==> src/rtl/input_arbiter.sv <==
// Four-button input arbiter: accepts one debounced press per round, flags
// multi-presses and inactivity timeouts, and hands the result over a valid/ack pair.
module input_arbiter #(
   parameter int unsigned TIMEOUT_TICKS = 10000
) (
   input  logic       clk_2k,
   input  logic       rst_n,
   input  logic       enable,
   input  logic [3:0] btn,
   input  logic       evt_ack,
   output logic       evt_valid,
   output logic [1:0] evt_btn,
   output logic       evt_multi,
   output logic       evt_timeout,
   output logic [3:0] led_echo,
   output logic       busy
);

   localparam int unsigned NBTN = 4;
   localparam int unsigned IW   = 2;
   localparam int unsigned PW   = 3;
   localparam int unsigned TW   = (TIMEOUT_TICKS > 1) ? $clog2(TIMEOUT_TICKS) : 1;
   localparam logic [TW-1:0] T_LAST = TW'(TIMEOUT_TICKS - 1);

   typedef enum logic [1:0] {
      WAIT_REL = 2'd0,
      ARMED    = 2'd1,
      HOLD     = 2'd2,
      REPORT   = 2'd3
   } state_e;

   state_e          state_q, state_d;
   logic [TW-1:0]   timer_q, timer_d;
   logic            sticky_q, sticky_d;
   logic [IW-1:0]   idx_q, idx_d;
   logic            evt_valid_q, evt_valid_d;
   logic [IW-1:0]   evt_btn_q, evt_btn_d;
   logic            evt_multi_q, evt_multi_d;
   logic            evt_timeout_q, evt_timeout_d;
   logic [NBTN-1:0] led_q, led_d;
   logic            busy_q, busy_d;

   logic [PW-1:0]   pop_c;
   logic [IW-1:0]   low_idx_c;

   // Population count and lowest pressed index of the sampled buttons.
   always_comb begin
      pop_c     = '0;
      low_idx_c = '0;
      for (int i = 0; i < NBTN; i++) begin
         pop_c = pop_c + PW'(btn[i]);
      end
      for (int i = NBTN - 1; i >= 0; i--) begin
         if (btn[i]) low_idx_c = IW'(i);
      end
   end

   always_comb begin
      state_d       = state_q;
      timer_d       = timer_q;
      sticky_d      = sticky_q;
      idx_d         = idx_q;
      evt_valid_d   = evt_valid_q;
      evt_btn_d     = evt_btn_q;
      evt_multi_d   = evt_multi_q;
      evt_timeout_d = evt_timeout_q;
      led_d         = led_q;

      case (state_q)
         WAIT_REL: begin
            timer_d = '0;
            if (btn == '0) begin
               state_d  = ARMED;
               sticky_d = 1'b0;
            end
         end
         ARMED: begin
            if (!enable) begin
               timer_d = '0;
            end else if (pop_c == PW'(1)) begin
               state_d  = HOLD;
               idx_d    = low_idx_c;
               led_d    = btn;
               timer_d  = '0;
               sticky_d = 1'b0;
            end else if (pop_c >= PW'(2)) begin
               state_d       = REPORT;
               evt_valid_d   = 1'b1;
               evt_btn_d     = low_idx_c;
               evt_multi_d   = 1'b1;
               evt_timeout_d = 1'b0;
               timer_d       = '0;
            end else if (timer_q == T_LAST) begin
               // Timeout only fires when no press arrives on the same edge.
               state_d       = REPORT;
               evt_valid_d   = 1'b1;
               evt_btn_d     = '0;
               evt_multi_d   = 1'b0;
               evt_timeout_d = 1'b1;
               timer_d       = '0;
            end else begin
               timer_d = timer_q + TW'(1);
            end
         end
         HOLD: begin
            if (btn == '0) begin
               state_d       = REPORT;
               evt_valid_d   = 1'b1;
               evt_btn_d     = idx_q;
               evt_multi_d   = sticky_q;
               evt_timeout_d = 1'b0;
               led_d         = '0;
            end else if ((btn & ~led_q) != '0) begin
               sticky_d = 1'b1;
            end
         end
         REPORT: begin
            if (evt_ack && evt_valid_q) begin
               state_d       = WAIT_REL;
               evt_valid_d   = 1'b0;
               evt_multi_d   = 1'b0;
               evt_timeout_d = 1'b0;
            end
         end
         default: state_d = WAIT_REL;
      endcase

      busy_d = (state_d != ARMED);
   end

   always_ff @(posedge clk_2k or negedge rst_n) begin
      if (!rst_n) begin
         state_q       <= WAIT_REL;
         timer_q       <= '0;
         sticky_q      <= 1'b0;
         idx_q         <= '0;
         evt_valid_q   <= 1'b0;
         evt_btn_q     <= '0;
         evt_multi_q   <= 1'b0;
         evt_timeout_q <= 1'b0;
         led_q         <= '0;
         busy_q        <= 1'b1;
      end else begin
         state_q       <= state_d;
         timer_q       <= timer_d;
         sticky_q      <= sticky_d;
         idx_q         <= idx_d;
         evt_valid_q   <= evt_valid_d;
         evt_btn_q     <= evt_btn_d;
         evt_multi_q   <= evt_multi_d;
         evt_timeout_q <= evt_timeout_d;
         led_q         <= led_d;
         busy_q        <= busy_d;
      end
   end

   assign evt_valid   = evt_valid_q;
   assign evt_btn     = evt_btn_q;
   assign evt_multi   = evt_multi_q;
   assign evt_timeout = evt_timeout_q;
   assign led_echo    = led_q;
   assign busy        = busy_q;

endmodule

==> config.mk <==
export PLATFORM = sky130hd
export DESIGN_NAME = input_arbiter
export DESIGN_NICKNAME = d
export VERILOG_FILES = /design/src/rtl/input_arbiter.sv
export SDC_FILE = /design/constraint.sdc
export NUM_CORES = 1
export LEC_CHECK = 0
export CAP_MARGIN = 20
export CORE_MARGIN = 2
export CORE_UTILIZATION = 40
export CTS_BUF_LIST = sky130_fd_sc_hd__clkbuf_4 sky130_fd_sc_hd__clkbuf_8 sky130_fd_sc_hd__clkbuf_16
export DETAILED_ROUTE_END_ITERATION = 16
export PLACE_DENSITY_LB_ADDON = 0.2
export SYNTH_ARGS = -nofsm -noshare
export SYNTH_HDL_FRONTEND = slang
export SYNTH_SLANG_ARGS = --single-unit
==> constraint.sdc <==
create_clock -name clk_2k -period 4.5 [get_ports clk_2k]
set_input_delay 0.675 -clock clk_2k [delete_from_list [all_inputs] [get_ports clk_2k]]
set_output_delay 0.675 -clock clk_2k [all_outputs]
set_load 0.01 [all_outputs]
==> reports/results.txt <==
Counting every sink on the clock net gives 29. Yosys mapped a number of flops with a built-in enable equal to 0. The run gives 0.00481 mm2 as the full die area. The flow ran to the end, and the final reports show no timing, DRC or antenna violations. The type of element capturing the critical path was a flop. The die height is 69.3 um.

For the final layout net count, the log shows 213. The number of cells on the worst reg-to-reg path is 4. The total clock buffers created by CTS is 5, and the die outline width is 69.3 um. Synthesis inferred 29 register bits.

In this run the biggest area consumer among cell types represents 41.1% of the synthesized area. Setup slack on the worst reg-to-reg path comes out at 1.84 ns. In this run the core area contains 23 standard-cell rows.

The number of setup violations in the final report is 0. In the final routed layout, each cell accounts on average for 15.6 um. The setup total negative slack was 0 ns; the simple-gate share of the synthesized area was 21.6%. The tools report the DRC violation total after the first TritonRoute iteration as 178. The class of the tightest hold or removal check is reg2reg.

The most repeated cell in the gate-level netlist after synthesis is sky130_fd_sc_hd__dfrtp_1. The worst hold path cell count is 1. The total leakage power is 0.848 nW, and the final antenna-violating net count is 0. Yosys printed 0 warnings. Hold timing on the final database bottoms out at a slack of 0.503 ns. Of the total synthesized cell area, the portion taken by XOR and XNOR cells is 1.03%.

The post-layout minimum cycle time is 3.69 ns. Summing the areas of all compound-gate instances in the mapped netlist gives 21.3% of the synthesized area. The portion of synthesized area spent on multiplexers is 4.55%. Detailed routing inserted a total of 1,479 vias. The startpoint kind of the worst setup timing path is a primary input. Setup repair after global routing left no endpoint under its margin. In this run the tool buffered the top-level ports with 17 buffer cells.

Detailed routing placed a total of 1930 um of wire on met2. For the setup slack of the critical path after layout, the log shows 0.806 ns. In the global route stage, overall resource usage came out at 17.5%. The area growth from synthesis to layout is 17.7%. After detailed routing, no signal wire sits above met4. Wires add up to 3900 um.

Predominant post-synthesis flop cell: sky130_fd_sc_hd__dfrtp_1. Cells fill 49.5% of the core in the end. The number of global-route vias before repair came out at 1,461. In this run the number of H-tree levels came out at 2.

The final global-route overflow total is 0. The maximum root-to-sink buffer count was 2. The synthesized netlist contains 42 unique library cells.

The DRC violation count after routing is 0, and the number of max-slew violations in the final report is 0. Count of instances resized after the clock tree is built: 0. The root buffer cell chosen for the clock tree is sky130_fd_sc_hd__clkbuf_8. The buffers inserted during post-CTS setup optimization is 0. The tools report the start of the worst register-to-register path as timer_q[7]. Prior to clock tree synthesis, the placed netlist has a worst setup slack of 0.508 ns. Summed over all nets, wire length on met3 after detailed routing comes to 179 um. The clock latency reported for the late side of the worst-skew pair was 0.28 ns; the first-pass GRT wire length was 6790 um. After legalization and detailed placement, the total HPWL measured 2780 um. Highest achievable clock rate: 271 MHz.

The fraction of the mapped netlist area in adder cells was 4.84%. Data arrives at the worst endpoint at 3.86 ns. The worst setup path is of the in2reg kind. By count the netlist is led by sky130_fd_sc_hd__dfrtp_1 (28), sky130_fd_sc_hd__nand2_1 (16), sky130_fd_sc_hd__nor2_1 (13), sky130_fd_sc_hd__inv_1 (11), sky130_fd_sc_hd__o21ai_0 (11). For the worst setup path, the data required time is 4.67 ns.

Capture instance of the worst register-to-register path: evt_timeout. For the pin with the worst max-slew slack, the measured transition is 0.890 ns. 0 antenna diodes ended up in the layout. Max-cap violations in this run came to 0.

At the end of routability-driven placement, the weighted congestion stood at 0.835. The pre-antenna-repair detailed-routing pass consisted of 4 iterations. Entering global routing, the biggest net connects 30 pins.

After synthesis, the largest family of logic cells by area is simple AND/OR/NAND/NOR gates. Following the worst setup path forward leads to its endpoint at led_echo[1]. Tracing the worst setup path back leads to its startpoint at btn[0]. The number of nets handed over by synthesis was 194.

The cell count after synthesis was 180. The startpoint identified for the worst hold timing path is evt_timeout. In this run the worst path has a maximum fanout of 5. In the final routing, the length of wire on met1 measures 1730 um. Dividing the synthesized area by the synthesized cell count gives 9.48 um2. Summed over all instances, the cell type with the most area after synthesis is sky130_fd_sc_hd__dfrtp_1. The post-route fraction of the period consumed by the critical path is 82.1%, and the share of async-settable or async-resettable flops after synthesis is 100%.

For the area of the mapped netlist, the log shows 0.00171 mm2. For the maximum vdd drop, the log shows 0.279 mV. The max-slew headroom at the worst pin is 40.5%, and the power per cell area is 471 mW/mm2. The sequential share of the synthesized area was 42.6%. Between clock sinks in the finished design, the worst skew comes to 0.00954 ns.

Cells with a size suffix above 1 make up 10.5% of the layout. The core region area was 0.00406 mm2. After synthesis, the cell types taking the most area are sky130_fd_sc_hd__dfrtp_1 (41%), sky130_fd_sc_hd__a22o_1 (4.1%), sky130_fd_sc_hd__ha_1 (3.7%), sky130_fd_sc_hd__nand2_1 (3.5%), sky130_fd_sc_hd__o31ai_1 (3.5%). The final hold violation count came out at 0. The number of top-level pins was 18; the quantity of hold-fixing buffers added after cts was 0. Using the TritonRoute via totals, the vias-per-cell ratio works out to 5.92.

Clock transition at the registers of the reported paths: 0.06 ns. Once the floorplan was initialized, standard cells occupied 42.1% of the core. TritonCTS built the clock tree. For the number of antenna violations at the first check in global routing, the log shows 0.
==> sequential cells by signal (all words and copies together) (netlist names) <==
register     cells
timer_q         14
led_echo         4
evt_btn          2
idx_q            2
state_q          2
busy             1
evt_multi        1
evt_timeout      1
evt_valid        1
sticky_q         1
==> metal layers <==
layer,track usage (%),vias up
met5,0,-
met4,7.19,0
met3,4.65,6
met2,28.6,38
met1,21.8,725
li1,-,710
==> worst max-delay path: stages <==
cell	delay [ns]
sky130_fd_sc_hd__clkdlybuf4s50_1	0.50
sky130_fd_sc_hd__inv_1	0.11
sky130_fd_sc_hd__fa_1	0.54
sky130_fd_sc_hd__inv_1	0.04
sky130_fd_sc_hd__ha_1	0.19
sky130_fd_sc_hd__inv_1	0.06
sky130_fd_sc_hd__ha_1	0.23
sky130_fd_sc_hd__nor4bb_1	0.54
sky130_fd_sc_hd__nand2_1	0.28
sky130_fd_sc_hd__o21ai_0	0.30
sky130_fd_sc_hd__mux2_2	0.40
==> cells in the final DEF, fill, tap and decap left out, drive strengths merged, types with 3 or more instances in the layout <==
cell type and instances:
nand4 6, dfrtp 28, a22o 8, nor2 13, nand2b 4, o31ai 8
ha 5, o21ai 11, clkbuf 7, a21o 3, nor4 3, clkdlybuf4s50 17
inv 11, mux2 6, a21oi 5, nand2 16, nor2b 3, nor3 7
a211oi 5, nand3 7
==> kinds of logic after synthesis <==
logic type / count (synthesis)
AO/OA/AOI/OAI: 48
XOR/XNOR: 2
adder cells (fa/ha/maj): 6
buffers and inverters: 18
flip-flops: 29
multiplexers: 7
AND/OR/NAND/NOR: 70
==> through the flow <==
| stage | power [W] | cell area [um2] | instances |
|---|---|---|---|
| 6_report | 0.000947 | 2010 | 250 |
| 5_1_grt | 0.00102 | 2010 | 250 |
| 3_5_place_dp | 0.000731 | 1920 | 242 |
| 4_1_cts | 0.000954 | 2010 | 250 |
| 2_1_floorplan | 0.000586 | 1710 | 180 |
| 3_3_place_gp | 0.000725 | 1920 | 242 |
==> worst min path at each step <==
stage	end	slack [ns]
floorplan	evt_btn[0]	0.38
global placement	evt_timeout	0.48
detailed placement	evt_timeout	0.48
CTS	evt_timeout	0.50
global route	evt_timeout	0.53
finish	evt_timeout	0.50
==> report_power, final <==
| group | leakage [nW] | switching, W | internal, W | total (W) |
|---|---|---|---|---|
| sequential | 0.379 | 0.0000727 | 0.000325 | 0.000398 |
| combinational | 0.420 | 0.000162 | 0.000169 | 0.000331 |
| clock | 0.0491 | 0.0000981 | 0.000120 | 0.000218 |
| total | 0.848 | 0.000333 | 0.000614 | 0.000947 |
==> layout make-up <==
class / count / area, um2
fill: 378 / 2050
clock buffer: 7 / 83.8
timing repair buffer: 18 / 178
inverter: 12 / 45.0
sequential: 29 / 727
tap: 50 / 62.6
clock inverter: 1 / 5.00
multi-input combinational: 133 / 908
Note: power is estimated with default switching activity, not from simulation.
